===== config.mk =====
export PLATFORM = sky130hd
export DESIGN_NAME = mem_bus_responder
export DESIGN_NICKNAME = d
export VERILOG_FILES = /design/src/rtl/mem_bus_responder.sv
export SDC_FILE = /design/constraint.sdc
export NUM_CORES = 1
export LEC_CHECK = 0
export CAP_MARGIN = 15
export CELL_PAD_IN_SITES_DETAIL_PLACEMENT = 0
export CELL_PAD_IN_SITES_GLOBAL_PLACEMENT = 2
export CORE_AREA = 2 2 66 114
export CTS_CLUSTER_SIZE = 14
export DETAILED_ROUTE_END_ITERATION = 10
export DIE_AREA = 0 0 68 116
export PLACE_DENSITY_LB_ADDON = 0.1
export SLEW_MARGIN = 20
export SYNTH_ARGS = -nofsm -noshare
export SYNTH_HDL_FRONTEND = slang
export SYNTH_SLANG_ARGS = --single-unit

===== constraint.sdc =====
create_clock -name clk -period 3.8 [get_ports clk]
set_input_delay 0.76 -clock clk [delete_from_list [all_inputs] [get_ports clk]]
set_output_delay 0.76 -clock clk [all_outputs]
set_load 0.05 [all_outputs]

===== src/rtl/mem_bus_responder.sv =====
// Memory-side responder: turns control-unit mem_read/mem_write strobes into timed
// accesses on a byte-wide async SRAM and holds the sequencer with stall meanwhile.
module mem_bus_responder #(
    parameter int ADDR_W      = 16,
    parameter int DATA_W      = 8,
    parameter int WAIT_STATES = 2
) (
    input  logic              clk,
    input  logic              reset,
    input  logic              mem_read,
    input  logic              mem_write,
    input  logic [ADDR_W-1:0] abus,
    input  logic [DATA_W-1:0] wdata,
    output logic [DATA_W-1:0] rdata,
    output logic              rdata_valid,
    output logic              stall,
    output logic              bus_err,
    output logic [ADDR_W-1:0] sram_addr,
    output logic [DATA_W-1:0] sram_wdata,
    input  logic [DATA_W-1:0] sram_rdata,
    output logic              sram_ce_n,
    output logic              sram_oe_n,
    output logic              sram_we_n
);

    typedef enum logic [2:0] {
        IDLE,
        RD_ACT,
        RD_DONE,
        WR_SETUP,
        WR_PULSE,
        WR_HOLD
    } state_t;

    localparam logic [3:0] WS = 4'(WAIT_STATES);

    state_t     r_state;
    logic [3:0] r_cnt;
    logic       r_stall;
    logic       r_turnaround;

    logic w_strobe;
    logic w_idle;

    assign w_strobe = mem_read | mem_write;
    assign w_idle   = (r_state == IDLE);

    // The sequencer must not advance on the acceptance edge, so stall is raised
    // combinationally as soon as a strobe is seen in IDLE.
    assign stall = r_stall | (w_idle & w_strobe & ~reset);

    always_ff @(posedge clk or posedge reset) begin
        if (reset) begin
            r_state      <= IDLE;
            r_cnt        <= 4'd0;
            r_stall      <= 1'b0;
            r_turnaround <= 1'b0;
            rdata        <= '0;
            rdata_valid  <= 1'b0;
            bus_err      <= 1'b0;
            sram_addr    <= '0;
            sram_wdata   <= '0;
            sram_ce_n    <= 1'b1;
            sram_oe_n    <= 1'b1;
            sram_we_n    <= 1'b1;
        end else begin
            rdata_valid <= 1'b0;
            bus_err     <= 1'b0;
            case (r_state)
                IDLE: begin
                    r_turnaround <= 1'b0;
                    if (mem_read && mem_write) begin
                        bus_err <= 1'b1;
                    end else if (mem_read) begin
                        r_state   <= RD_ACT;
                        r_cnt     <= WS;
                        r_stall   <= 1'b1;
                        sram_addr <= abus;
                        sram_ce_n <= 1'b0;
                        sram_oe_n <= 1'b0;
                    end else if (mem_write && !r_turnaround) begin
                        // A write straight after a read waits one IDLE cycle so the
                        // SRAM has released the data bus before we drive it.
                        r_state    <= WR_SETUP;
                        r_stall    <= 1'b1;
                        sram_addr  <= abus;
                        sram_wdata <= wdata;
                        sram_ce_n  <= 1'b0;
                    end
                end
                RD_ACT: begin
                    if (r_cnt == 4'd0) begin
                        r_state     <= RD_DONE;
                        rdata       <= sram_rdata;
                        rdata_valid <= 1'b1;
                        r_stall     <= 1'b0;
                        sram_ce_n   <= 1'b1;
                        sram_oe_n   <= 1'b1;
                    end else begin
                        r_cnt <= r_cnt - 4'd1;
                    end
                end
                RD_DONE: begin
                    r_state      <= IDLE;
                    r_turnaround <= 1'b1;
                end
                WR_SETUP: begin
                    r_state   <= WR_PULSE;
                    r_cnt     <= WS;
                    sram_we_n <= 1'b0;
                end
                WR_PULSE: begin
                    if (r_cnt == 4'd0) begin
                        r_state   <= WR_HOLD;
                        r_stall   <= 1'b0;
                        sram_we_n <= 1'b1;
                    end else begin
                        r_cnt <= r_cnt - 4'd1;
                    end
                end
                WR_HOLD: begin
                    r_state   <= IDLE;
                    sram_ce_n <= 1'b1;
                end
                default: begin
                    r_state   <= IDLE;
                    r_stall   <= 1'b0;
                    sram_ce_n <= 1'b1;
                    sram_oe_n <= 1'b1;
                    sram_we_n <= 1'b1;
                end
            endcase
        end
    end

endmodule


* Yosys cells after proc, flatten, opt, wreduce, memory -nomap -nowiden *
Index checks and enable logic that the tools add are counted.

operators by class
  add/subtract/negate cells = 1
  equal/unequal tests = 12
  multiplexer cells = 31
  bitwise gates (word level) = 11
  reductions and logical operators = 22

operator list
  kind                   number
  $mux W16               2
  $reduce_and A4 Y1      6
  $mux W3                5
  $mux W1                14
  $mux W4                3
  $pmux W1 S3            4
  $pmux W3 S4            1
  $pmux W4 S3            1
  $ne A2 B2 Y1 const B   5
  $reduce_or A4 Y1       2
  $not A1 Y1             7
  $eq A3 B2 Y1 const B   2
  $eq A3 B3 Y1 const B   2
  $reduce_or A3 Y1       2
  $logic_not A4 Y1       1
  $reduce_and A2 Y1      2
  $reduce_bool A2 Y1     2
  $sub A4 B1 Y4 const B  1
  $eq A3 B1 Y1 const B   1
  $logic_not A3 Y1       1
  $ne A3 B2 Y1 const B   1
  $reduce_and A3 Y1      1
  $reduce_bool A3 Y1     1
  $and A1 B1 Y1          2
  other kinds (6)        8

storage, ports and cells
  register bits after elaboration = 46
  bits of input ports = 36
  output and inout bits = 38
  logic and storage cells = 89

* Logic depth before layout (Yosys ltp) *
  word-level depth = 6
  mapped depth = 7
  gate-level depth less buffers = 6

* Least setup slack after synthesis *
No wires, ideal clock.

  kind = input port to output port
  start point = input port reset
  end point = output port stall
  arrival time = 2.336 ns
  data required time = 3.040 ns
  path slack = 0.704 ns
  stages on the path = 3
  path buffers = 0
  path through = inv_1 > o211ai_1 > nand2_1

on the way
  word-level cells in the longest chain between the ends = 3

ends and longest elaborated chain
  what             RTL line  RTL
  start, declared  9         input logic reset,
  $not A1 Y1       50        assign stall = r_stall | (w_idle & w_strobe & ~reset);
  $and A1 B1 Y1    50
  $or A1 B1 Y1     50
  end, declared    16        output logic stall,

No other way between the ends.

* Final worst setup path *
  start point = input port mem_write
  end point = output port stall

on the way
  word-level cells in the longest chain between the ends = 4

ends and longest elaborated chain
  what                         RTL line  RTL
  start, declared              11        input logic mem_write,
  $or A1 B1 Y1                 45        assign w_strobe = mem_read | mem_write;
  $and A1 B1 Y1 (2 in series)  50
  $or A1 B1 Y1                 50

No other way between the ends.

==> impl_metrics.json <==
{
  "outcome": "finished clean",
  "setup_viol": 0,
  "yosys_most_used_dff": "dfrtp_1",
  "drt-initial-drc-count": 51,
  "final_util": 0.434,
  "wirelength_um": 4840,
  "hold_ws_ns": 0.503,
  "fin_nets": 264,
  "syn_nets": 189,
  "reg2reg_depth": 6,
  "slew_viol_final": 0,
  "grt_start_max_net_pins": 47,
  "netlist_instances": 151,
  "die_width_um": 68,
  "synth_seq_area_share": 0.569,
  "drc": 0,
  "row_count": 40,
  "dp_hpwl_um": 3590,
  "async_flop_share": 1.00,
  "fin_crit_ns": 2.52,
  "die_h_um": 116,
  "syn_area_sq_um": 2030,
  "synth-edff-count": 0,
  "vdd_drop_max_uv": 391,
  "cts_sinks": 46,
  "p_leak_nw": 1.26,
  "dieArea_sq_um": 7890,
  "cts_max_level": 2,
  "drtPass1Iterations": 4,
  "cts_root_buffer": "clkbuf_16",
  "critPathArrivalTime_ns": 1.76,
  "synth_warnings": 0,
  "min-delay-path-class": "reg -> reg",
  "start_util": 0.294,
  "cts_inserted_buffers": 5,
  "cts_resized": 0,
  "routabilityCongestion": 0.755,
  "wl_per_cell_um": 15.6,
  "r2r_slack_ns": 1.59,
  "hold_viol_final": 0,
  "maxCapViolations": 0,
  "antennaDiodeCount": 0,
  "fin_crit_sh": 0.663,
  "clk-insertion-delay-late_ns": 0.28,
  "critPathKind": "in -> out",
  "worst_pin_slew_ns": 0.673,
  "overflow": 0,
  "postRouteAntennaNets": 0,
  "avgViaCountPerCell": 4.67,
  "core_region_area_sq_um": 6910,
  "pre_cts_slack_ns": 1.00,
  "slew_headroom": 0.550,
  "antenna_found_initial": 0,
  "fin_ws_ns": 1.28,
  "rsz0062_at_grt": "false",
  "vias": 1451,
  "holdPathStages": 1,
  "end_kind": "primary output",
  "cts_tree": "yes",
  "powerDensity_nw_per_um2": 1030,
  "crit_path_start_kind": "primary input",
  "grt_pass1_vias": 1527,
  "hold_buffers": 0,
  "post_cts_buffers": 0,
  "drive_above_1_share": 0.242,
  "cts_buffer_depth": 2,
  "yosysUniqueCellTypes": 40,
  "reg2reg_to": "rdata[4]$_DFFE_PP0P_",
  "synth_seq_cells": 46,
  "crit_required_ns": 3.04,
  "holdPathEnd": "sram_addr[10]$_DFFE_PP0P_",
  "syn_avg_cell_area_sq_um": 13.4,
  "ioPinCount": 74,
  "tns_ns": 0,
  "area_growth_pct": 47.6,
  "crit_path_max_fanout": 7,
  "portBuffers": 73,
  "grt_usage": 0.127,
  "grt_pass1_wl_um": 7560,
  "hold_start": "sram_addr[10]$_DFFE_PP0P_",
  "clkTransAtPathRegs_ns": 0.06,
  "finClkSkew_ns": 0.00604,
  "max_freq_mhz": 397,
  "r2r_start": "r_cnt[0]$_DFFE_PP0P_"
}
## logic make-up (layout without fill, tap and decap cells)
kind of cell | count (synthesis) | count (layout) | share of synthesized area
flip-flops | 46 | 46 | 0.569
multiplexers | 35 | 35 | 0.208
AND/OR/NAND/NOR | 28 | 28 | 0.0888
AO/OA/AOI/OAI | 26 | 26 | 0.0851
buffers and inverters | 13 | 89 | 0.0321
adder cells (fa/ha/maj) | 2 | 2 | 0.0123
XOR/XNOR | 1 | 1 | 0.00432
## cell type report
| class | instances | area [sq um] |
|---|---|---|
| Sequential cell | 46 | 1150 |
| Clock buffer | 6 | 139 |
| Clock inverter | 2 | 12.5 |
| Timing Repair Buffer | 74 | 748 |
| Multi-Input combinational cell | 92 | 808 |
| Fill cell | 642 | 3910 |
| Inverter | 7 | 26.3 |
| Tap cell | 84 | 105 |
## per-stage QoR
step	instance area, sq um	total power, mW	cells
floorplan	2030	2.11	151
global placement	2840	2.65	303
detailed placement	2840	2.68	303
CTS	2990	3.13	311
global route	2990	3.27	311
finish	2990	3.09	311
## routing by layer
metal  global-route usage  vias to the layer above  part of all wire  wire length, um
li1                     -                      687                 -                -
met1                0.142                      715              0.37             1780
met2                0.227                       42              0.56             2700
met3               0.0272                        7             0.054              262
met4               0.0533                        0             0.021              102
met5                    0                        -                 0                0
## worst max-delay path by stage
stage | from | end | slack (ns) | cells after the start
finish | mem_write | stall | 1.28 | 4
detailed placement | mem_write | sram_addr[7]$_DFFE_PP0P_ | 1.00 | 5
global route | mem_write | sram_addr[7]$_DFFE_PP0P_ | 1.20 | 5
global placement | mem_write | sram_addr[0]$_DFFE_PP0P_ | 1.07 | 5
floorplan | reset | stall | 0.70 | 3
CTS | mem_write | stall | 1.28 | 4
## cell usage after synthesis (3+ instances only)
cell type,count,share of area
a21oi_1,4,0.0099
dfrtp_1,43,0.53
dfstp_2,3,0.039
inv_1,7,0.013
mux2_2,25,0.14
mux2_4,8,0.059
nand2_1,3,0.0056
nor2_1,4,0.0074
nor3_1,3,0.0074
o211ai_1,3,0.011
o21ai_0,9,0.022
or3_1,3,0.0093
## cells in the final DEF, fill, tap and decap left out, drive strengths merged, types with 4 or more instances in the layout
master and n:
a21oi 4, clkbuf 6, clkdlybuf4s50 72, dfrtp 43
inv 7, mux2 33, nand2 4, nor2 4
nor3 4, o21ai 9
## report_power, final
part,switching (mW),internal [mW]
sequential,0.175,0.732
clock,0.180,0.260
combinational,1.04,0.699
## registers in the layout (all words and copies together) (netlist names)
| signal | cells |
|---|---|
| bus_err | 1 |
| r_cnt | 4 |
| r_stall | 1 |
| r_state | 3 |
| r_turnaround | 1 |
| rdata | 8 |
| rdata_valid | 1 |
| sram_addr | 16 |
| sram_ce_n | 1 |
| sram_oe_n | 1 |
| sram_wdata | 8 |
| sram_we_n | 1 |
## worst max-delay path, cell delays in order
cell	delay [ns]
clkdlybuf4s50_1	0.50
o211ai_1	0.21
nand2_1	0.13
buf_12	0.17
(Power assumes the default switching activity.)
